## src/rtl/egress_frame_sink.sv

```systemverilog
// Egress frame sink: 2-entry skid FIFO with framing FSM, frame length report and status counters.
// Optional stall watchdog enabled by defining EGRESS_FRAME_SINK_WDOG_EN.
//
// state    | meaning
// IDLE     | between frames; a beat without sop is dropped as an orphan
// IN_FRAME | sop seen, forwarding beats until eop
module egress_frame_sink #(
  parameter int DATA_W     = 40,
  parameter int LEN_W      = 16,
  parameter int CNT_W      = 16,
  parameter int WDOG_LIMIT = 1024
) (
  input  logic              clk,
  input  logic              rst_n,
  input  logic              in_valid,
  input  logic              in_sop,
  input  logic              in_eop,
  input  logic [DATA_W-1:0] in_data,
  output logic              in_ready,
  output logic              out_valid,
  output logic              out_sop,
  output logic              out_eop,
  output logic [DATA_W-1:0] out_data,
  input  logic              out_ready,
  output logic              frame_len_valid,
  output logic [LEN_W-1:0]  frame_len,
  output logic [CNT_W-1:0]  frame_cnt,
  output logic [CNT_W-1:0]  orphan_cnt,
  output logic [CNT_W-1:0]  nested_cnt,
  output logic              wdog_timeout,
  output logic              wdog_sticky
);

  typedef enum logic {IDLE = 1'b0, IN_FRAME = 1'b1} state_t;

  localparam int ENT_W = DATA_W + 2;

  state_t           state;
  logic [ENT_W-1:0] mem [2];
  logic             wr_ptr;
  logic             rd_ptr;
  logic [1:0]       count;
  logic [1:0]       count_nxt;
  logic             acc;
  logic             fwd;
  logic             push;
  logic             pop;
  logic [LEN_W-1:0] len_cnt;
  logic [LEN_W-1:0] len_nxt;
  logic             wdog_fire;

  assign acc  = in_valid & in_ready;
  assign fwd  = in_sop | (state == IN_FRAME);
  assign push = acc & fwd;
  assign pop  = out_valid & out_ready;

  assign out_valid = (count != 2'd0);
  assign out_sop   = mem[rd_ptr][ENT_W-1];
  assign out_eop   = mem[rd_ptr][ENT_W-2];
  assign out_data  = mem[rd_ptr][DATA_W-1:0];

  always_comb begin
    count_nxt = count + {1'b0, push} - {1'b0, pop};
  end

  // A sop beat always restarts the count, including a nested sop.
  always_comb begin
    len_nxt = len_cnt;
    if (in_sop)
      len_nxt = LEN_W'(1);
    else if (len_cnt != {LEN_W{1'b1}})
      len_nxt = len_cnt + LEN_W'(1);
  end

  always_ff @(posedge clk or negedge rst_n) begin
    if (!rst_n) begin
      for (int i = 0; i < 2; i++) mem[i] <= '0;
      wr_ptr   <= 1'b0;
      rd_ptr   <= 1'b0;
      count    <= 2'd0;
      in_ready <= 1'b0;
    end else begin
      if (push) begin
        mem[wr_ptr] <= {in_sop, in_eop, in_data};
        wr_ptr      <= ~wr_ptr;
      end
      if (pop)
        rd_ptr <= ~rd_ptr;
      count    <= count_nxt;
      in_ready <= (count_nxt < 2'd2);
    end
  end

  always_ff @(posedge clk or negedge rst_n) begin
    if (!rst_n) begin
      state           <= IDLE;
      len_cnt         <= '0;
      frame_len_valid <= 1'b0;
      frame_len       <= '0;
      frame_cnt       <= '0;
      orphan_cnt      <= '0;
      nested_cnt      <= '0;
    end else begin
      frame_len_valid <= 1'b0;
      if (wdog_fire) begin
        state   <= IDLE;
        len_cnt <= '0;
      end else if (acc) begin
        if (!fwd) begin
          if (orphan_cnt != {CNT_W{1'b1}})
            orphan_cnt <= orphan_cnt + CNT_W'(1);
        end else begin
          if (state == IN_FRAME && in_sop && nested_cnt != {CNT_W{1'b1}})
            nested_cnt <= nested_cnt + CNT_W'(1);
          if (in_eop) begin
            frame_len_valid <= 1'b1;
            frame_len       <= len_nxt;
            if (frame_cnt != {CNT_W{1'b1}})
              frame_cnt <= frame_cnt + CNT_W'(1);
            state   <= IDLE;
            len_cnt <= '0;
          end else begin
            state   <= IN_FRAME;
            len_cnt <= len_nxt;
          end
        end
      end
    end
  end

`ifdef EGRESS_FRAME_SINK_WDOG_EN
  localparam int WD_W = $clog2(WDOG_LIMIT + 1);

  logic [WD_W-1:0] wdog_cnt;

  // Fires on the cycle that would bring the idle count up to WDOG_LIMIT.
  assign wdog_fire = (state == IN_FRAME) && !acc && (wdog_cnt == WD_W'(WDOG_LIMIT - 1));

  always_ff @(posedge clk or negedge rst_n) begin
    if (!rst_n) begin
      wdog_cnt     <= '0;
      wdog_timeout <= 1'b0;
      wdog_sticky  <= 1'b0;
    end else begin
      wdog_timeout <= wdog_fire;
      if (wdog_fire)
        wdog_sticky <= 1'b1;
      if (state != IN_FRAME || acc || wdog_fire)
        wdog_cnt <= '0;
      else
        wdog_cnt <= wdog_cnt + WD_W'(1);
    end
  end
`else
  assign wdog_fire    = 1'b0;
  assign wdog_timeout = 1'b0;
  assign wdog_sticky  = 1'b0;
`endif

endmodule

```

## config.mk

```make
export PLATFORM = sky130hd
export DESIGN_NAME = egress_frame_sink
export DESIGN_NICKNAME = d
export VERILOG_FILES = /design/src/rtl/egress_frame_sink.sv
export SDC_FILE = /design/constraint.sdc
export NUM_CORES = 1
export LEC_CHECK = 0
export ABC_AREA = 1
export BUFFER_PORTS_ARGS = -buffer_cell sky130_fd_sc_hd__buf_2
export CAP_MARGIN = 20
export CORE_AREA = 2 2 132 230
export DETAILED_ROUTE_END_ITERATION = 12
export DIE_AREA = 0 0 134 232
export GPL_TIMING_DRIVEN = 0
export PLACE_DENSITY = 0.5
export REMOVE_ABC_BUFFERS = 1
export SYNTH_ARGS = -nofsm -noshare
export SYNTH_HDL_FRONTEND = slang
export SYNTH_SLANG_ARGS = --single-unit
```

## constraint.sdc

```tcl
create_clock -name clk -period 3.3 [get_ports clk]
set_clock_uncertainty 0.2 [all_clocks]
set_input_delay 0.165 -clock clk [delete_from_list [all_inputs] [get_ports clk]]
set_output_delay 0.165 -clock clk [all_outputs]
set_load 0.005 [all_outputs]
```

# Yosys cells after proc, flatten, opt, wreduce, memory -nomap -nowiden
# Cells that the tools add are included.
# totals
mem_bits_ro	0
memories	0
wordCells	58
ramBits	0
latch_bits	0
out_inout_bits	111
inputBits	46
register_bits	171
# classes
n_div	0
n_addsub	6
muxes	13
n_reduce_logical	9
n_lt_le_gt_ge	4
bitwise_logic	9
n_shift	0
eq_ne	4
multipliers	0
# ops
op	n
$mux W42	4
$bwmux W84	1
$add A16 B1 Y16 const B	4
$ne A16 B16 Y1 const B	4
$mux W16	3
$demux W42 S1	1
$reduce_and A3 Y1	3
$ge A2 B2 Y1 const B	2
$mux W1	4
$not A1 Y2	2
$reduce_and A4 Y1	1
$and A1 B1 Y1	3
$logic_and A1 B1 Y1	3
$not A1 Y1	3
$add A2 B1 Y2	1
$lt A2 B1 Y1 const B	1
$lt A2 B2 Y1 const B	1
$reduce_and A2 Y1	1
$reduce_bool A2 Y1	1
$sub A2 B1 Y2	1
$or A1 B1 Y1	1

# Longest topological paths before layout
# logic_depth
ltp_word	6
depth_mapped	11
mapped_depth_nobuf	10

# Least setup slack after synthesis
# No wires, ideal clock.
# synth_timing
path_type	register to register
start	register state
end	register count[1]
arrival_time_ps	1796
setup_ps	121
period_less_slack_ps	2117
setup_slack_ps	1183
path_buffers	1
stages_incl_launch_ff	11
t_required_ps	2979
path_cell_list	dfrtp_1 > nor2_1 > nor2_4 > inv_2 > clkbuf_1 > ha_1 > inv_1 > ha_1 > xor2_1 > xor2_1 > inv_1
# synth_between
elab_chain_len	4
# synth_rtl
element	line	text
start, declared	38	state_t state;
start signal, assigned	96	state <= IDLE;
start signal, assigned	106	state <= IDLE;
start signal, assigned	120	state <= IDLE;
$or A1 B1 Y1	53	assign fwd = in_sop | (state == IN_FRAME);
$and A1 B1 Y1	54	assign push = acc & fwd;
$add A2 B1 Y2	63	count_nxt = count + {1'b0, push} - {1'b0, pop};
$sub A2 B1 Y2	63	
named net count_nxt[1]	43	logic [1:0] count_nxt;
end signal, assigned	89	count <= count_nxt;
end, declared	42	logic [1:0] count;
# The timed path passes the listed nets, and every way through them passes these cells.
# A chain may end at the register's enable or synchronous reset.

# Worst setup path in the final report
# layout_timing
start	register in_ready
end	register frame_cnt[8]
# layout_between
elab_chain_len	2
# layout_rtl
element	line	text
start, declared	19	output logic in_ready,
start signal, assigned	90	in_ready <= (count_nxt < 2'd2);
$and A1 B1 Y1	52	assign acc = in_valid & in_ready;
$reduce_and A4 Y1 (no source line)	--	
end signal, assigned	119	frame_cnt <= frame_cnt + CNT_W'(1);
end, declared	27	output logic [CNT_W-1:0] frame_cnt,
# Every way passes these cells.

==> impl_metrics.tcl <==
set metrics [dict create \
    status "complete, no violations" \
    row_count 83 \
    ys_ff_latch 171 \
    core_area_um2 29180 \
    avgViaCountPerCell 4.449 \
    yosysMostFrequentCell "nand2_1" \
    grt_antenna_before_repair 0 \
    wl_per_cell_um 13.44 \
    grt_first_pass_wirelength_mm 36.88 \
    rrSetupSlack_ps 700 \
    worstSetupPathType "register to register" \
    dieHeight_um 232 \
    syn_to_final_growth_pct 24.01 \
    cts_tree "yes" \
    finalCritPeriodShare_pct 78.79 \
    cts_sinks 171 \
    synthCells 1112 \
    synth_ff_type "dfrtp_1" \
    numCtsBuffers 17 \
    post_cts_resized 0 \
    yosys.area.top_type_share_pct 49.55 \
    grt_start_max_net_pins 92 \
    stdcell_area_um2 10710 \
    initial_utilization_pct 29.59 \
    cp.arrival_ps 2770 \
    synth_top_cells_by_count "471 x nand2_1, 171 x dfrtp_1, 91 x inv_1" \
    clk_pin_slew_worst_paths_ps 70 \
    finalHoldWorstSlack_ps 153.6 \
    totalWireLength_mm 22.67 \
    syn-cell-area_um2 8636 \
    fmax_ghz 0.3846 \
    rsz0062_at_grt "no" \
    synth_edf_count 0 \
    dpl_cell_area_um2 9669 \
    setup_ws_ps 699.9 \
    cts-htree-levels 4 \
    cts_root_buffer "clkbuf_16" \
    synth_area_per_cell_um2 7.766 \
    slew_viol_final 0 \
    globalRouteOverflowTotal 0 \
    tightest_slew_ps 1029 \
    synth_top_cell_by_area "dfrtp_1" \
    clockBufferDepth 2 \
    synthTopCellsByArea "dfrtp_1 50%, nand2_1 20%, inv_1 4.0%, nand3_1 3.8%, o21ai_0 3.4%" \
    ctsHoldBuffers 45 \
    place_inst 1609 \
    hold_viol_final 0 \
    track_usage_pct 14.91 \
    hold_class "input port to asynchronous set/reset pin" \
    drt_iter0_drc 288 \
    layout.cells.non_filler 1687 \
    power_density_nw_per_um2 703.1 \
    drc 0 \
    cp_max_fo 19 \
    leakage_nw 5.578 \
    yosysUniqueCellTypes 32 \
    ios 157 \
    r2r_start "in_ready" \
    p_seq_share_pct 42.1 \
    finalNetCount 1344 \
    yosysWarnings 0 \
    p_sw_w 0.002730 \
    sw_frac_of_total_pct 36.26 \
    p_clk_share_pct 26.6 \
    combPwrFrac_pct 31.3 \
    place_ws_ps 609.1 \
    grt_pass1_vias 7212 \
    rr_worst_depth 8 \
    required_ps 3470 \
    gp_congestion 0.7806 \
    async_reset_ff_share_pct 100.0 \
    finalSetupTns_ps 0 \
    io_buffer_count 154 \
    post-cts-setup-buffers 0 \
    die_w_um 134 \
    maxCapViolCount 0 \
    dp_hpwl_mm 15.32 \
    worstReg2RegEnd "frame_cnt[8]" \
    setup_violations 0 \
    internal_power_w 0.004799 \
    drtAntennaViolNets 0 \
    num_antenna_cells 0 \
    clock_latency_ps 430 \
    crit_path_end_kind "register" \
    dr.pass1.iters 4 \
    peakVddDrop_v 0.0003955 \
    via_count 7505 \
    layout-drive-gt1-share_pct 18.31 \
    ys_seq_area_share_pct 49.55 \
    min_period_ps 2600 \
    die-area_um2 31090 \
    slew_headroom_pct 31.38 \
    start_kind "register" \
]
## flip-flops by register name, summed over array words and instances, names as in the netlist
name / cells
mem: 84
frame_len: 16
wr_ptr: 1
nested_cnt: 16
frame_cnt: 16
count: 2
orphan_cnt: 16
frame_len_valid: 1
state: 1
len_cnt: 16
rd_ptr: 1
in_ready: 1
## per-layer routing
metal / GRT usage (%) / share of wire [%] / vias to the layer above
met3: 3.274 / 4.3 / 17
met4: 5.153 / 1.2 / 0
met1: 16.78 / 42 / 3497
li1: - / - / 3833
met2: 27.44 / 52 / 158
met5: 0 / 0 / -
## placed cells by master (no fill, tap or decap), types with 24 or more instances in the layout
cell,Yosys,routed
o21ai_0,58,58
buf_2,8,153
dlygate4sd3_1,0,45
xor2_1,24,24
nand3_1,65,65
o21ai_1,34,34
nand2_1,471,471
inv_1,91,91
nor2_1,58,58
dfrtp_1,171,170
## kinds of logic after synthesis
group | count (synthesis) | share of synthesized area [%]
compound gates | 112 | 7.244
xor+xnor | 40 | 4.057
simple gates | 641 | 30.51
flops | 171 | 49.55
other cells | 1 | 0.04342
fa+ha+maj | 6 | 0.8693
buf+inv | 141 | 7.722
## metrics by stage
step	util, %	power (W)
2_1_floorplan	-	0.004506
3_3_place_gp	32.86	0.005512
3_5_place_dp	33.13	0.005591
4_1_cts	36.66	0.007696
5_1_grt	36.70	0.008168
6_report	36.70	0.007530
## cell type report
type,instances,area [um^2]
tap,382,478.0
timing repair buffer,203,1310
clock inverter,14,148.9
multi-input combinational,801,3694
sequential,171,4280
clock buffer,18,429.2
fill,3104,18470
inverter,98,369.1
## worst max-delay path by stage
stage	start	end	cells after the start
global route	in_ready	frame_cnt[15]	8
finish	in_ready	frame_cnt[8]	8
global placement	rd_ptr	out_data[31]	4
CTS	in_ready	frame_cnt[13]	8
detailed placement	in_ready	frame_cnt[8]	8
floorplan	rd_ptr	rd_ptr	2
## power groups by stage
stage	Combinational, W	Sequential [W]	Clock, W
2_1_floorplan	0.00133	0.00317	0
3_3_place_gp	0.00224	0.00327	0
3_5_place_dp	0.00238	0.00321	0
4_1_cts	0.00243	0.00318	0.00209
5_1_grt	0.00272	0.00327	0.00218
6_report	0.00235	0.00317	0.00200
## critical path, stage by stage (launching register included)
cell,delay (ps)
dfrtp_1,370
nand2_1,160
nor2_4,400
nand2_2,360
inv_2,440
nand2_4,210
inv_2,250
nand2_1,80
nand2_1,60
Power figures use the tool's default switching activity.
